File: src/rtl/vga_timing_gen.sv
// VGA raster timing: pixel-rate divider, horizontal/vertical counters,
// sync generation and blanking of the renderer colour channels.
module vga_timing_gen #(
  parameter int unsigned WIDTH    = 10,
  parameter int unsigned CLK_DIV  = 4,
  parameter int unsigned H_ACTIVE = 640,
  parameter int unsigned H_FP     = 16,
  parameter int unsigned H_SYNC   = 96,
  parameter int unsigned H_BP     = 48,
  parameter int unsigned V_ACTIVE = 480,
  parameter int unsigned V_FP     = 10,
  parameter int unsigned V_SYNC   = 2,
  parameter int unsigned V_BP     = 33,
  parameter logic        SYNC_POL = 1'b0
) (
  input  logic             clk,
  input  logic             rst,
  input  logic [3:0]       vgaRed,
  input  logic [3:0]       vgaGreen,
  input  logic [3:0]       vgaBlue,
  output logic             pixel_clock,
  output logic             pixel_tick,
  output logic [WIDTH-1:0] hor_pix,
  output logic [WIDTH-1:0] ver_pix,
  output logic             video_on,
  output logic             line_start,
  output logic             frame_start,
  output logic             HS,
  output logic             VS,
  output logic [11:0]      vgaRGB
);

  localparam int unsigned H_TOTAL = H_ACTIVE + H_FP + H_SYNC + H_BP;
  localparam int unsigned V_TOTAL = V_ACTIVE + V_FP + V_SYNC + V_BP;
  localparam int unsigned DIV_W   = $clog2(CLK_DIV);
  localparam int unsigned XW      = WIDTH + 1;

  localparam logic [DIV_W-1:0] DIV_LAST = DIV_W'(CLK_DIV - 1);
  localparam logic [DIV_W-1:0] DIV_HALF = DIV_W'(CLK_DIV / 2);
  localparam logic [WIDTH-1:0] H_LAST   = WIDTH'(H_TOTAL - 1);
  localparam logic [WIDTH-1:0] V_LAST   = WIDTH'(V_TOTAL - 1);

  // Decode bounds carry one extra bit so a sync pulse ending exactly at
  // 2^WIDTH still compares correctly.
  localparam logic [XW-1:0] H_ACT_E = XW'(H_ACTIVE);
  localparam logic [XW-1:0] HS_BEG  = XW'(H_ACTIVE + H_FP);
  localparam logic [XW-1:0] HS_END  = XW'(H_ACTIVE + H_FP + H_SYNC);
  localparam logic [XW-1:0] V_ACT_E = XW'(V_ACTIVE);
  localparam logic [XW-1:0] VS_BEG  = XW'(V_ACTIVE + V_FP);
  localparam logic [XW-1:0] VS_END  = XW'(V_ACTIVE + V_FP + V_SYNC);

  logic [DIV_W-1:0] div_cnt;
  logic [DIV_W-1:0] div_nxt;
  logic [WIDTH-1:0] hor_nxt;
  logic [WIDTH-1:0] ver_nxt;
  logic [XW-1:0]    hor_ext;
  logic [XW-1:0]    ver_ext;
  logic             h_wrap;
  logic             v_wrap;
  logic             hs_nxt;
  logic             vs_nxt;
  logic             on_nxt;

  // Next divider count, wrapping at CLK_DIV-1.
  always_comb begin
    div_nxt = (div_cnt == DIV_LAST) ? '0 : div_cnt + 1'b1;
  end

  // Next raster position, applied only on a pixel tick.
  always_comb begin
    h_wrap  = (hor_pix == H_LAST);
    v_wrap  = h_wrap && (ver_pix == V_LAST);
    hor_nxt = h_wrap ? '0 : hor_pix + 1'b1;
    ver_nxt = ver_pix;
    if (h_wrap) begin
      ver_nxt = (ver_pix == V_LAST) ? '0 : ver_pix + 1'b1;
    end
  end

  // Sync and active-area decode of the next position, so the registered
  // flags line up with the registered coordinates.
  always_comb begin
    hor_ext = {1'b0, hor_nxt};
    ver_ext = {1'b0, ver_nxt};
    hs_nxt  = ((hor_ext >= HS_BEG) && (hor_ext < HS_END)) ? SYNC_POL : ~SYNC_POL;
    vs_nxt  = ((ver_ext >= VS_BEG) && (ver_ext < VS_END)) ? SYNC_POL : ~SYNC_POL;
    on_nxt  = (hor_ext < H_ACT_E) && (ver_ext < V_ACT_E);
  end

  // Clock divider: count, tick strobe and 50% duty pixel clock.
  always_ff @(posedge clk or posedge rst) begin
    if (rst) begin
      div_cnt     <= '0;
      pixel_tick  <= 1'b0;
      pixel_clock <= 1'b0;
    end else begin
      div_cnt     <= div_nxt;
      pixel_tick  <= (div_nxt == DIV_LAST);
      pixel_clock <= (div_nxt >= DIV_HALF);
    end
  end

  // Raster counters, sync/strobe outputs and colour capture on each tick.
  always_ff @(posedge clk or posedge rst) begin
    if (rst) begin
      hor_pix     <= '0;
      ver_pix     <= '0;
      video_on    <= 1'b1;
      line_start  <= 1'b0;
      frame_start <= 1'b0;
      HS          <= ~SYNC_POL;
      VS          <= ~SYNC_POL;
      vgaRGB      <= '0;
    end else begin
      line_start  <= 1'b0;
      frame_start <= 1'b0;
      if (pixel_tick) begin
        hor_pix     <= hor_nxt;
        ver_pix     <= ver_nxt;
        HS          <= hs_nxt;
        VS          <= vs_nxt;
        video_on    <= on_nxt;
        line_start  <= h_wrap;
        frame_start <= v_wrap;
        // Uses the pre-update video_on: the sample belongs to the pixel
        // that was on screen during the period just ending.
        vgaRGB      <= video_on ? {vgaRed, vgaGreen, vgaBlue} : '0;
      end
    end
  end

endmodule
File: config.mk
export PLATFORM = sky130hd
export DESIGN_NAME = vga_timing_gen
export DESIGN_NICKNAME = d
export VERILOG_FILES = /design/src/rtl/vga_timing_gen.sv
export SDC_FILE = /design/constraint.sdc
export NUM_CORES = 1
export LEC_CHECK = 0
export BUFFER_PORTS_ARGS = -buffer_cell sky130_fd_sc_hd__buf_2
export CAP_MARGIN = 20
export CORE_UTILIZATION = 57
export DETAILED_ROUTE_END_ITERATION = 7
export PLACE_DENSITY = 0.85
export SLEW_MARGIN = 20
export SYNTH_ARGS = -nofsm -noshare
export SYNTH_HDL_FRONTEND = slang
export SYNTH_SLANG_ARGS = --single-unit
export TNS_END_PERCENT = 10
File: constraint.sdc
create_clock -name clk -period 3.75 [get_ports clk]
set_input_delay 0.375 -clock clk [delete_from_list [all_inputs] [get_ports clk]]
set_output_delay 0.375 -clock clk [all_outputs]
set_load 0.005 [all_outputs]
Yosys cells after proc, flatten, opt, wreduce, memory -nomap -nowiden
Cells that the tools add are included.

Word-level logic and storage cells: 38. Input port bits: 14. Flip-flop bits (word level): 41. Output and inout port bits: 39.

Reductions and logical operators: 4. Eq/ne operators: 4. $lt $le $gt $ge: 7. Multiplexer cells: 9. Add/sub/neg operators: 3.

Operators with widths (count): $mux W10 (3); $add A10 B1 Y10 const B (2); $eq A10 B10 Y1 const B (2); $lt A10 B10 Y1 const B (2); $lt A10 B9 Y1 const B (2); $mux W12 (1); $ge A10 B10 Y1 const B (1); $ge A10 B9 Y1 const B (1); $eq A2 B2 Y1 const B (2); $logic_and A1 B1 Y1 (4); $mux W1 (4); $add A2 B1 Y2 const B (1); $ge A2 B2 Y1 const B (1); $mux W2 (1).

Logic depth before layout (Yosys ltp)
Depth after elaboration: 6. Mapped depth: 8.

Least setup slack after synthesis
No wires, ideal clock.

Path kind: register to register. Start: reg hor_pix[0]. End: reg HS. Setup time: 0.080 ns. Slack: 1.880 ns. Stages on the path, launching flop included: 8. Arrival time: 1.790 ns. Cells stage by stage: dfrtp_1 ha_1 nand4_4 or3_1 a21oi_1 nor3_1 a311o_1 o22a_1.

Word-level cells in the longest chain between the ends: 5.

RTL lines: start: declaration (RTL line 23) `output logic [WIDTH-1:0] hor_pix,`; start signal: assignment (RTL line 118) `hor_pix <= hor_nxt;`; $add A10 B1 Y10 or $eq A10 B10 Y1 (tied branches) (RTL line 73, 71); $mux W10 * (RTL line 73) `hor_nxt = h_wrap ? '0 : hor_pix + 1'b1;`; $ge A10 B10 Y1 or $lt A10 B10 Y1 (tied branches) (RTL line 85) `hs_nxt = ((hor_ext >= HS_BEG) && (hor_ext < HS_END)) ? SYNC_POL : ~SYNC_POL;`; $logic_and A1 B1 Y1 * (RTL line 85); $mux W1 * (RTL line 85); end signal: assignment (RTL line 111) `HS <= ~SYNC_POL;`; end signal: assignment (RTL line 120) `HS <= hs_nxt;`; end: declaration (RTL line 28) `output logic HS,`.

Mark *: on every way between the ends. The rest lies on a longest branch, timed or not. A chain may end at the register's enable or synchronous reset.

Worst setup path after layout
Start: reg hor_pix[1]. End: reg video_on.

Word-level cells in the longest chain between the ends: 4.

RTL lines: $add A10 B1 Y10 or $eq A10 B10 Y1 (tied branches) (RTL line 73, 71); $mux W10 (on tied branches) (RTL line 73, 75); $lt A10 B10 Y1 or $lt A10 B9 Y1 (tied branches) (RTL line 87) `on_nxt = (hor_ext < H_ACT_E) && (ver_ext < V_ACT_E);`; $logic_and A1 B1 Y1 * (RTL line 87); end signal: assignment (RTL line 122) `video_on <= on_nxt;`; end: declaration (RTL line 25) `output logic video_on,`.

Marked as above.

==> results.ini <==
[final_layout]
nets=281
multi_input_area_um2=1040
final_util_pct=72.7
final_common_cell=buf_2
diodes=0
fill_cells=277
area_delta_synth_final_pct=17.3
final_cell_mix=buf_2, dfrtp_1, nor2_1
final_cells=308
regArea_um2=1000
stdcell_area_um2=2520
drive_above_1_share_pct=30.9

[critical_path]
crit_path_end_kind=flop
critPathBufInv=0
crit_chain=ha_1 -> nand4_4 -> nor4_4 -> nand3_1 -> xnor2_1 -> o2111a_1 -> o32ai_2
critPathKind=reg -> reg
cp_max_fo=13
r2r_end=video_on
cp_slowest_cell=nor4_4
required_ns=3.95
timing.reg2reg.setup_slack_ns=1.32
rr_worst_depth=7
worst_ep_arrival_time_ns=2.63
crit_family=simple AND/OR/NAND/NOR gates
r2r_start=hor_pix[1]
slowest_delay_ns=0.62
worstSetupStartpointType=flop

[placement]
portBuffers=52
hpwl_um=3000
place_ws_ns=1.32
place_inst=300
place_congestion=0.934
post_dp_cell_area_um2=2410

[clock_tree]
cts.reportedPaths.clkPinSlew_ns=0.08
worstSkewPairLatency_ns=0.29
h-tree-depth=2
cts.sink_count=40
cts_tree=done
cts_made_buffers=5
holdBufCountCts=0
cts_setup_buffers=0
cts_buffer_depth=2
cts_resized=0
cts_root_buf=clkbuf_8

[detailed_routing]
drc_errors=0
finalWirelength_um=4360
dr.pass1.iters=4
vias=1760
drt-vias-per-instance=5.71
drt_iter0_markers=112
wl_per_cell_um=14.1
drtAntennaViolNets=0

[sta]
rsz0062_at_grt=no
finalHoldViolations=0
setup_slack_ns=1.32
finalClockSkew_ns=0.00744
hold_slack_ns=0.190
fmax_mhz=412
relSlewSlack_pct=47.9
worst_pin_slew_ns=0.775
slew_violations=0
setup_viol_count_final=0
fin_tns_setup_ns=0
finalCritPeriodShare_pct=64.7
finalCriticalPeriod_ns=2.43

[yosys]
yosysSeqAreaShare_pct=46.7
syn_nets=233
synth-seq-cells=40
synthFlopType=dfrtp_1
ys_warn_count=0
ys_async_sr_fraction_pct=100
synth_cell_type_count=51
syn_area_um2=2150
synth_enable_flop_cells=0
synthCells=213
syn_avg_cell_area_um2=10.1

[floorplanning]
ios=53
die_width_um=63.4
dieArea_um2=4020
rows=21
die_h_um=63.4
initial_utilization_pct=62.0
fp.coreArea_um2=3470

[grt]
use_met2_pct=36.8
grt_overflow_total=0
grt_pass1_wl_um=7490
grt_pass1_vias=1612
met1_usage_pct=32.9
grt_use_total_pct=23.9
top_usage_layer=met2
grt_util_met3_pct=5.98
grt_start_max_net_pins=41
antenna_found_initial=0

[pwr]
irDropWorstVdd_mv=0.264
cellPowerDensity_nw_per_um2=324
p_leak_nw=1.17
total_power_mw=0.818

[outcome]
status=complete, no violations

[worst_hold_path]
hold_path.class=in -> async

[job]
cap_violations=0

==> final cells by class <==
type	instances	area share, %
timing repair buffer	53	10.6
tap	46	2.28
multi-input combinational	150	41.2
clock inverter	3	1.69
sequential	40	39.8
inverter	11	1.64
clock buffer	5	2.73
==> cells in the mapped netlist, types with 2 or more instances <==
cell type	n	area share, %
inv_1	9	1.6
and3_1	3	0.87
nand3_1	10	2.3
dfrtp_1	37	43
xnor2_1	9	3.7
o31ai_1	3	1.0
nor3_1	9	2.1
clkbuf_1	7	1.2
nand4_1	7	2.0
a21oi_2	2	0.82
ha_1	6	3.5
mux2i_1	3	1.4
a22o_1	13	5.3
dfstp_2	3	3.7
a21oi_1	7	1.6
o21ai_0	10	2.3
nor2_1	21	3.7
nand2_1	14	2.4
nand2b_1	2	0.58
buf_6	2	1.0
mux2_2	4	2.1
buf_2	3	0.70
==> per-layer routing <==
layer	vias up	part of all wire, %
met4	0	0.96
met1	845	48
met2	54	47
li1	857	-
met5	-	0
met3	4	4.3
==> registers in the layout, indices dropped and copies added (netlist names) <==
register / count
HS: 1
VS: 1
div_cnt: 2
frame_start: 1
hor_pix: 10
line_start: 1
pixel_tick: 1
ver_pix: 10
vgaRGB: 12
video_on: 1
==> worst reg2reg max path, cell delays in order (launching register included) <==
cell and delay (ns):
dfrtp_1 0.45, ha_1 0.30, nand4_4 0.16, nor4_4 0.62
nand3_1 0.20, xnor2_1 0.18, o2111a_1 0.17, o32ai_2 0.27
==> worst max-delay path by stage <==
stage,startpoint,to,slack [ns],cells after the start
after CTS,hor_pix[1],video_on,1.31,7
after floorplan,hor_pix[0],HS,1.88,7
after detailed placement,hor_pix[1],video_on,1.32,7
after global routing,hor_pix[0],video_on,1.02,7
after global placement,hor_pix[0],video_on,1.43,7
final,hor_pix[1],video_on,1.32,7
==> report_power, final <==
part / switching (mW) / internal, mW
registers: 0.00376 / 0.438
clock network: 0.151 / 0.197
logic: 0.0144 / 0.0151
==> cell families after synthesis <==
group | after synthesis | synth area share, %
AND/OR/NAND/NOR | 77 | 20.1
AO/OA/AOI/OAI | 50 | 17.2
flip-flops | 40 | 46.7
buffers and inverters | 23 | 4.89
XOR/XNOR | 10 | 4.07
multiplexers | 7 | 3.49
adder cells (fa/ha/maj) | 6 | 3.49
Note: power is estimated with default switching activity, not from simulation.
